## config.mk

```make
export PLATFORM = sky130hd
export DESIGN_NAME = video_timing_gen
export DESIGN_NICKNAME = d
export VERILOG_FILES = /design/src/rtl/video_timing_pkg.sv /design/src/rtl/video_timing_cnt.sv /design/src/rtl/video_timing_gen.sv
export SDC_FILE = /design/constraint.sdc
export NUM_CORES = 1
export LEC_CHECK = 0
export ABC_AREA = 1
export BUFFER_PORTS_ARGS = -buffer_cell sky130_fd_sc_hd__buf_4
export CORE_MARGIN = 5
export CORE_UTILIZATION = 40
export DETAILED_ROUTE_END_ITERATION = 8
export GPL_ROUTABILITY_DRIVEN = 0
export MAX_ROUTING_LAYER = met4
export PLACE_DENSITY_LB_ADDON = 0.2
export SYNTH_ARGS = -nofsm -noshare
export SYNTH_HDL_FRONTEND = slang
export SYNTH_SLANG_ARGS = --single-unit
```

## constraint.sdc

```tcl
create_clock -name sys_clk -period 2.2 [get_ports sys_clk]
set_clock_uncertainty 0.05 [all_clocks]
set_input_delay 0.11 -clock sys_clk [delete_from_list [all_inputs] [get_ports sys_clk]]
set_output_delay 0.11 -clock sys_clk [all_outputs]
set_load 0.02 [all_outputs]
```

## src/rtl/video_timing_pkg.sv

```systemverilog
// Shared types and constants for the raster timing generator: pixel type, 720p defaults,
// FSM state codes and the colour-bar palette.
package video_timing_pkg;

  typedef logic [23:0] rgb_t;

  localparam int unsigned HActive720p = 1280;
  localparam int unsigned HFp720p     = 110;
  localparam int unsigned HSync720p   = 40;
  localparam int unsigned HBp720p     = 220;
  localparam int unsigned VActive720p = 720;
  localparam int unsigned VFp720p     = 5;
  localparam int unsigned VSync720p   = 5;
  localparam int unsigned VBp720p     = 20;

  localparam logic [0:0] StIdle = 1'b0;
  localparam logic [0:0] StRun  = 1'b1;

  localparam rgb_t BarWhite   = 24'hFFFFFF;
  localparam rgb_t BarYellow  = 24'hFFFF00;
  localparam rgb_t BarCyan    = 24'h00FFFF;
  localparam rgb_t BarGreen   = 24'h00FF00;
  localparam rgb_t BarMagenta = 24'hFF00FF;
  localparam rgb_t BarRed     = 24'hFF0000;
  localparam rgb_t BarBlue    = 24'h0000FF;
  localparam rgb_t BarBlack   = 24'h000000;

  function automatic rgb_t bar_color(input logic [2:0] idx);
    rgb_t c;
    unique case (idx)
      3'd0: c = BarWhite;
      3'd1: c = BarYellow;
      3'd2: c = BarCyan;
      3'd3: c = BarGreen;
      3'd4: c = BarMagenta;
      3'd5: c = BarRed;
      3'd6: c = BarBlue;
      3'd7: c = BarBlack;
    endcase
    return c;
  endfunction

endpackage

```

## src/rtl/video_timing_cnt.sv

```systemverilog
// Horizontal/vertical raster counters with the IDLE/RUN control FSM and region decode.
// sys_rst_n is an active-high asynchronous reset despite its name.
module video_timing_cnt
  import video_timing_pkg::*;
#(
  parameter int unsigned H_ACTIVE = HActive720p,
  parameter int unsigned H_FP     = HFp720p,
  parameter int unsigned H_SYNC   = HSync720p,
  parameter int unsigned H_BP     = HBp720p,
  parameter int unsigned V_ACTIVE = VActive720p,
  parameter int unsigned V_FP     = VFp720p,
  parameter int unsigned V_SYNC   = VSync720p,
  parameter int unsigned V_BP     = VBp720p
) (
  input  logic        sys_clk,
  input  logic        sys_rst_n,
  input  logic        en,
  output logic        running,
  output logic [11:0] h_cnt,
  output logic [11:0] v_cnt,
  output logic        active,
  output logic        hs_region,
  output logic        vs_region,
  output logic        origin
);

  localparam int unsigned H_TOTAL = H_ACTIVE + H_FP + H_SYNC + H_BP;
  localparam int unsigned V_TOTAL = V_ACTIVE + V_FP + V_SYNC + V_BP;

  if (H_TOTAL > 4096 || V_TOTAL > 4096) begin : gen_size_err
    $error("video_timing_cnt: H_TOTAL/V_TOTAL exceed 12-bit counter range");
  end

  localparam logic [11:0] HLast = 12'(H_TOTAL - 1);
  localparam logic [11:0] VLast = 12'(V_TOTAL - 1);

  logic [0:0]  state_q, state_d;
  logic [11:0] h_q, h_d, v_q, v_d;
  logic        h_wrap, v_wrap;
  logic [31:0] h_wide, v_wide;

  assign h_wrap = (h_q == HLast);
  assign v_wrap = (v_q == VLast);

  always_comb begin
    state_d = state_q;
    h_d     = h_q;
    v_d     = v_q;
    if (state_q == StIdle) begin
      h_d = '0;
      v_d = '0;
      if (en) state_d = StRun;
    end else begin
      h_d = h_wrap ? 12'd0 : h_q + 12'd1;
      if (h_wrap) v_d = v_wrap ? 12'd0 : v_q + 12'd1;
      // en is only honoured at the last cycle of a frame so frames are never cut short.
      if (h_wrap && v_wrap && !en) state_d = StIdle;
    end
  end

  always_ff @(posedge sys_clk or posedge sys_rst_n) begin
    if (sys_rst_n) begin
      state_q <= StIdle;
      h_q     <= '0;
      v_q     <= '0;
    end else begin
      state_q <= state_d;
      h_q     <= h_d;
      v_q     <= v_d;
    end
  end

  assign h_wide    = {20'd0, h_q};
  assign v_wide    = {20'd0, v_q};
  assign running   = (state_q == StRun);
  assign h_cnt     = h_q;
  assign v_cnt     = v_q;
  // Region flags are qualified with running so IDLE never looks like pixel (0,0).
  assign active    = running && (h_wide < H_ACTIVE) && (v_wide < V_ACTIVE);
  assign hs_region = running && (h_wide >= H_ACTIVE + H_FP)
                     && (h_wide < H_ACTIVE + H_FP + H_SYNC);
  assign vs_region = running && (v_wide >= V_ACTIVE + V_FP)
                     && (v_wide < V_ACTIVE + V_FP + V_SYNC);
  assign origin    = running && (h_q == 12'd0) && (v_q == 12'd0);

endmodule

```

## src/rtl/video_timing_gen.sv

```systemverilog
// Raster timing generator: counters plus two register stages feeding the TMDS encoders.
// Define COLOR_BAR_EN to replace rgb_in with an internal 8-bar test pattern.
module video_timing_gen
  import video_timing_pkg::*;
#(
  parameter int unsigned H_ACTIVE = HActive720p,
  parameter int unsigned H_FP     = HFp720p,
  parameter int unsigned H_SYNC   = HSync720p,
  parameter int unsigned H_BP     = HBp720p,
  parameter int unsigned V_ACTIVE = VActive720p,
  parameter int unsigned V_FP     = VFp720p,
  parameter int unsigned V_SYNC   = VSync720p,
  parameter int unsigned V_BP     = VBp720p,
  parameter bit          HS_POL   = 1'b1,
  parameter bit          VS_POL   = 1'b1
) (
  input  logic        sys_clk,
  input  logic        sys_rst_n,
  input  logic        en,
  output logic        pix_req,
  output logic [11:0] pix_x,
  output logic [11:0] pix_y,
  input  logic [23:0] rgb_in,
  output logic        frame_start,
  output logic        de,
  output logic        hsync,
  output logic        vsync,
  output logic [23:0] rgb_out
);

  logic        running, active, hs_region, vs_region, origin;
  logic [11:0] h_cnt, v_cnt;
  logic        hs_s1, vs_s1;
  rgb_t        pix_rgb;

  video_timing_cnt #(
    .H_ACTIVE (H_ACTIVE),
    .H_FP     (H_FP),
    .H_SYNC   (H_SYNC),
    .H_BP     (H_BP),
    .V_ACTIVE (V_ACTIVE),
    .V_FP     (V_FP),
    .V_SYNC   (V_SYNC),
    .V_BP     (V_BP)
  ) u_cnt (
    .sys_clk   (sys_clk),
    .sys_rst_n (sys_rst_n),
    .en        (en),
    .running   (running),
    .h_cnt     (h_cnt),
    .v_cnt     (v_cnt),
    .active    (active),
    .hs_region (hs_region),
    .vs_region (vs_region),
    .origin    (origin)
  );

`ifdef COLOR_BAR_EN
  localparam int unsigned BarW = (H_ACTIVE / 8 > 0) ? H_ACTIVE / 8 : 1;

  logic [2:0] bar_idx;
  logic       unused_rgb_in;

  assign unused_rgb_in = ^rgb_in;

  // Bar chosen from the stage-1 column so it lands in the same slot as de; bar 7 takes the rest.
  always_comb begin
    bar_idx = 3'd7;
    for (int i = 6; i >= 0; i--) begin
      if ({20'd0, pix_x} < 32'((i + 1) * BarW)) bar_idx = 3'(i);
    end
  end

  assign pix_rgb = bar_color(bar_idx);
`else
  assign pix_rgb = rgb_in;
`endif

  always_ff @(posedge sys_clk or posedge sys_rst_n) begin
    if (sys_rst_n) begin
      pix_req     <= 1'b0;
      pix_x       <= '0;
      pix_y       <= '0;
      frame_start <= 1'b0;
      hs_s1       <= 1'b0;
      vs_s1       <= 1'b0;
      de          <= 1'b0;
      hsync       <= ~HS_POL;
      vsync       <= ~VS_POL;
      rgb_out     <= '0;
    end else begin
      pix_req     <= active;
      frame_start <= origin;
      hs_s1       <= hs_region;
      vs_s1       <= vs_region;
      if (active) begin
        pix_x <= h_cnt;
        pix_y <= v_cnt;
      end else if (!running) begin
        pix_x <= '0;
        pix_y <= '0;
      end
      de      <= pix_req;
      hsync   <= hs_s1 ? HS_POL : ~HS_POL;
      vsync   <= vs_s1 ? VS_POL : ~VS_POL;
      rgb_out <= pix_req ? pix_rgb : '0;
    end
  end

endmodule

```

-- Yosys cells after proc, flatten, opt, wreduce, memory -nomap -nowiden
Index checks and enable logic that the tools add are counted.
- bits in registers: 80
- output and inout bits: 53
- word-level logic and storage cells: 52
- add/subtract/negate cells: 2
- magnitude comparators: 6
- eq/ne operators: 4
- mux-type cells: 14
- reductions and logical operators: 13
- operators with widths (kind ; count):
    $mux 12 ; 8
    $add 12x1->12 const B ; 2
    $logic_not 12->1 ; 2
    $lt 12x10->1 const B ; 2
    $lt 12x11->1 const B ; 2
    $mux 24 ; 1
    $eq 12x10->1 const B ; 1
    $eq 12x11->1 const B ; 1
    $ge 12x10->1 const B ; 1
    $ge 12x11->1 const B ; 1
    $logic_and 1x1->1 ; 10
    $mux 1 ; 5
    $ne 2x2->1 const B ; 2
    $logic_not 1->1 ; 1

-- Logic depth before layout (Yosys ltp)
- depth after elaboration: 5
- mapped depth: 10
- gate-level depth less buffers: 9

-- By module
From an unflattened synthesis, not the netlist that was laid out.
- cell total of the unflattened synthesis: 449
- area, all modules: 3848.7 sq um
- by module, submodules not included (module ; times used ; cells an instance ; area an instance (sq um)):
    video_timing_gen ; 1 ; 186 ; 1995.7
    video_timing_cnt ; 1 ; 263 ; 1853.0

-- Worst setup path before layout
No wires, ideal clock.
- kind: reg-to-reg
- start point: register u_cnt.h_q[1] (netlist: u_cnt.h_cnt[1])
- end point: register u_cnt.state_q (netlist: u_cnt.running)
- arrival time: 1.269 ns
- path slack: 0.757 ns
- stages on the path, launching flop included: 10
- clock period less this slack: 1.443 ns
- path through: dfrtp_1 > inv_1 > ha_1 > nand2_1 > nor2_1 > nand3_2 > nand2_2 > buf_6 > nand2_2 > or2_1
- cells in the longest elaborated chain, start to end: 5
- RTL lines (what ; RTL line ; RTL):
    start, declared ; video_timing_cnt.sv:38 ; logic [11:0] h_q, h_d, v_q, v_d;
    start signal, assigned ; video_timing_cnt.sv:64 ; h_q <= '0;
    start signal, assigned ; video_timing_cnt.sv:68 ; h_q <= h_d;
    $eq 12x11->1 ; video_timing_cnt.sv:42 ; assign h_wrap = (h_q == HLast);
    $logic_and 1x1->1 (2 in series) ; video_timing_cnt.sv:57 ; if (h_wrap && v_wrap && !en) state_d = StIdle;
    $mux 1 ; video_timing_cnt.sv:57 ;
    $mux 1 ; video_timing_cnt.sv:49 ; if (state_q == StIdle) begin
    net u_cnt.state_d ; video_timing_cnt.sv:37 ; logic [0:0] state_q, state_d;
    end signal, assigned ; video_timing_cnt.sv:63 ; state_q <= StIdle;
    end signal, assigned ; video_timing_cnt.sv:67 ; state_q <= state_d;
    end, declared ; video_timing_cnt.sv:37 ;
The timed path passes the listed nets, and every way through them passes these cells.
A chain may end at the register's enable or synchronous reset.

-- Worst setup path in the final report
Ends and elaborated chain as after synthesis.

==> Implementation_results.wiki <==
{| class="wikitable"
! Metric !! Value
|-
| Remaining max-slew budget at the tightest pin || ~48%
|-
| Input/output buffers || 79
|-
| Final critical-path required period || ~1.8 ns
|-
| Core footprint || between 8000 and 9000 um^2
|-
| Share of total power in sequential cells || 51.1%
|-
| Ant. Diodes || 0
|-
| Crit path capture type || flop
|-
| Arrival time of data at the critical path endpoint || 1.96 ns
|-
| Netlist area before placement || 3541 um^2
|-
| Register cell area after layout || ~2000 um^2
|-
| Fraction of the mapped netlist area in simple logic gates || between 20% and 30%
|-
| Clock Path Buffers || 2
|-
| Sum of routed wire length over all layers || between 8000 and 9000 um
|-
| Placed wire-length estimate || 6162 um
|-
| Non-filler instance count after layout || around 630
|-
| Global-route wire length before repair || 14600 um
|-
| Vias after detailed routing || approximately 3000
|-
| Average cell area after synthesis || between 8 and 9 um^2
|-
| Detailed router's first-iteration violation count || 184
|-
| Clock tree from TritonCTS || done
|-
| Number of pins exceeding their max-slew limit in the final report || 0
|-
| Result of the run || complete, no violations
|-
| Clock sink count || 80
|-
| CTS H-Tree Depth || 3
|-
| Compound-Gate Fraction of Synth Area || ~4.9%
|-
| Cells along the critical path || inv_1 -> ha_1 -> nand2_1 -> nor2_1 -> nand3_2 -> nand2_2 -> buf_4 -> nand2_2 -> or2_1
|-
| Antenna violations before repair || 0
|-
| CTS root buffer || sky130_fd_sc_hd__clkbuf_8
|-
| Number of gates resized after cts || 0
|-
| Chip Height || 104.1 um
|-
| Most frequently used flop master after synthesis || sky130_fd_sc_hd__dfrtp_1
|-
| Number of library cell types mapped by synthesis || 28
|-
| Total of warnings raised by yosys || 0
|-
| Remaining design rule violation count || 0
|-
| Multi-input combinational cell area || approximately 1200 um^2
|-
| Crit path largest cell delay || 0.42 ns
|-
| Slowest cell on crit path || sky130_fd_sc_hd__dfrtp_1
|-
| Number of enable flip-flop cells after synthesis || 0
|-
| Routed len/inst || around 14 um
|-
| Data required, critical path || around 2.4 ns
|-
| Net total in the final layout || ~550
|-
| Setup Viol. Count Final || 0
|-
| Final cell area excluding filler cells || 4664 um^2
|-
| Largest family of logic cells by synthesized area || simple AND/OR/NAND/NOR gates
|-
| Slew at the pin closest to its max-slew limit || 0.7857 ns
|-
| Number of detailed-route iterations in the first pass || 4
|-
| Final Util || roughly 54%
|-
| Syn nets || ~440
|-
| Die Span X || around 100 um
|-
| Number of hold buffers added after cts || 26
|-
| Effective utilization at floorplan || roughly 41%
|-
| Via count of the first global-routing pass || 2873
|-
| Internal power || between 2000 and 2500 uW
|-
| Synthesized instance count || between 400 and 500
|-
| Cell with the most instances on the worst path || sky130_fd_sc_hd__nand2_2
|-
| Share of post-route cells with drive strength above 1 || between 20 and 25%
|-
| Power density relative to cell area || 734.9 nW/um^2
|-
| Sequential cell area fraction in the yosys report || between 50% and 60%
|-
| DIE AREA || around 11000 um^2
|-
| Maximum net fanout on the critical path || 13
|-
| Placed cell areas || 4233 um^2
|-
| Switch share || a little under a third
|-
| Number of filler cells placed in the layout || roughly 760
|-
| Synthesis-stage register bit count || 80
|-
| RSZ-0062 raised after global routing || false
|-
| Post-Synth XOR/XNOR Area || 1.979%
|-
| Count of buffering cells on the critical path with inverters included || 2
|-
| Kind of cell with the highest combined delay on the critical path || simple AND/OR/NAND/NOR gates
|-
| Post-CTS setup buffers || 0
|-
| Share of async-settable or async-resettable flops after synthesis || between 90% and 100%
|-
| Maximum VDD drop || ~0.00043 V
|-
| Clock group share of total power || approximately 28%
|-
| Vias/cell || about 4.8
|-
| Number of nets with antenna violations after detailed routing || 0
|-
| Maximum number of pins on one net before global-route repair || 27
|-
| Residual overflow from global routing || 0
|-
| Final Hold Viols || 0
|-
| Fraction of synthesized area in multiplexers || 0%
|-
| Maximum capacitance violations || 0
|-
| Worst Hold Margin || around 0.30 ns
|-
| Clock latency on the worst-skew pair || roughly 0.34 ns
|-
| Switching power || about 1100 uW
|-
| Dpl cells || slightly below 600
|-
| IO Count || 80
|-
| Number of buffers created by CTS || 9
|-
| Element type at the critical path start || flop
|-
| Cell Rows || 34
|-
| Start-to-end type of the worst setup path || flop to flop
|-
| F_max || 0.5604 GHz
|-
| Leak || about 0.0025 uW
|-
| Clock slew seen by the registers of the worst setup and hold paths || 0.08 ns
|-
| Adder-cell share of the synthesized area || 2.473%
|-
| Final Cycle Share || 81.12%
|-
| Logic gate share of total power || a little over a fifth
|-
| Post-synthesis to final-layout area growth || 31.73%
|-
| Total negative setup slack || 0 ns
|-
| Class of the most critical hold timing path || flop to flop
|-
| Aggregate global-route resource usage || ~17%
|}
==> final cells by class <==
cell class	count	area share [%]
flip-flops and latches	80	42.92
multi-input cells	244	25.62
repair buffers	113	19.58
inverters	65	5.311
clock buffers	10	2.951
well taps	108	2.897
clock inverters	5	0.7242
==> Yosys cell counts (2+ instances only) <==
library cell | instances | area, um^2
sky130_fd_sc_hd__xor2_1 | 7 | 61.31
sky130_fd_sc_hd__nand2_2 | 3 | 18.77
sky130_fd_sc_hd__a21oi_1 | 9 | 45.04
sky130_fd_sc_hd__o21ai_0 | 4 | 20.02
sky130_fd_sc_hd__ha_1 | 7 | 87.58
sky130_fd_sc_hd__nor4_1 | 3 | 18.77
sky130_fd_sc_hd__inv_1 | 61 | 229.0
sky130_fd_sc_hd__buf_2 | 5 | 25.02
sky130_fd_sc_hd__nand2_1 | 85 | 319.1
sky130_fd_sc_hd__inv_2 | 4 | 15.01
sky130_fd_sc_hd__clkbuf_1 | 3 | 11.26
sky130_fd_sc_hd__nor3_1 | 9 | 45.04
sky130_fd_sc_hd__o21ai_1 | 19 | 95.09
sky130_fd_sc_hd__dfrtp_1 | 80 | 2002
sky130_fd_sc_hd__nand3_2 | 2 | 20.02
sky130_fd_sc_hd__nand3_1 | 38 | 190.2
sky130_fd_sc_hd__nand4_1 | 12 | 75.07
sky130_fd_sc_hd__buf_6 | 4 | 45.04
sky130_fd_sc_hd__nor2_1 | 39 | 146.4
==> state kept, by name (all words and copies together), names as in the netlist <==
signal,flops
pix_y,12
frame_start,1
vs_s1,1
de,1
vsync,1
u_cnt.h_cnt,12
pix_x,12
rgb_out,24
u_cnt.v_cnt,12
hs_s1,1
hsync,1
pix_req,1
u_cnt.running,1
==> logic make-up (layout without fill, tap and decap cells) <==
group,Yosys count,after routing
simple gates,195,195
flops,80,80
buf+inv,79,193
compound gates,34,34
xor+xnor,8,8
fa+ha+maj,7,7
==> power groups by stage <==
stage	sequential, uW	combinational (uW)	clock [uW]
6_report	1750	721	955
3_5_place_dp	1780	686	0
4_1_cts	1750	726	993
2_1_floorplan	1850	308	0
5_1_grt	1770	797	1050
3_3_place_gp	1780	684	0
==> final timing paths <==
path / cells past startpoint / end / slack, ns / startpoint
setup / recovery: 9 / u_cnt.running / 0.42 / u_cnt.h_cnt[1]
hold / removal: 0 / hsync / 0.30 / hs_s1
setup reg to reg: 9 / u_cnt.running / 0.42 / u_cnt.h_cnt[1]
hold reg to reg: 0 / hsync / 0.30 / hs_s1
max in group asynchronous: 4 / u_cnt.h_cnt[2] / 1.09 / sys_rst_n
min in group asynchronous: 3 / rgb_out[15] / 0.31 / sys_rst_n
==> through the flow <==
step,power [uW],setup slack [ns]
floorplan,2162,0.7570
global placement,2461,0.5383
detailed placement,2467,0.4612
CTS,3471,0.4321
global route,3617,0.3035
finish,3428,0.4154
==> placed cells by master, fill, tap and decap left out, types with 2 or more instances in the layout <==
cell type,n
sky130_fd_sc_hd__nor3_1,9
sky130_fd_sc_hd__buf_4,87
sky130_fd_sc_hd__o21ai_1,19
sky130_fd_sc_hd__clkinvlp_4,3
sky130_fd_sc_hd__ha_1,7
sky130_fd_sc_hd__xor2_1,7
sky130_fd_sc_hd__nor2_1,39
sky130_fd_sc_hd__nand2_1,85
sky130_fd_sc_hd__inv_2,4
sky130_fd_sc_hd__inv_1,60
sky130_fd_sc_hd__nand4_1,12
sky130_fd_sc_hd__dfrtp_1,80
sky130_fd_sc_hd__clkinv_2,2
sky130_fd_sc_hd__clkbuf_8,10
sky130_fd_sc_hd__a21oi_1,9
sky130_fd_sc_hd__dlygate4sd3_1,26
sky130_fd_sc_hd__nand3_1,38
sky130_fd_sc_hd__nand3_2,2
sky130_fd_sc_hd__nor4_1,3
sky130_fd_sc_hd__o21ai_0,4
sky130_fd_sc_hd__nand2_2,3
==> routing by layer <==
layer	part of all wire [%]	routed length, um	GRT usage (%)
met5	0	0	-
met1	48	4093	23.00
met2	46	3906	25.05
met4	1.3	108	4.718
met3	5.4	463	3.662
Power figures use the tool's default switching activity.
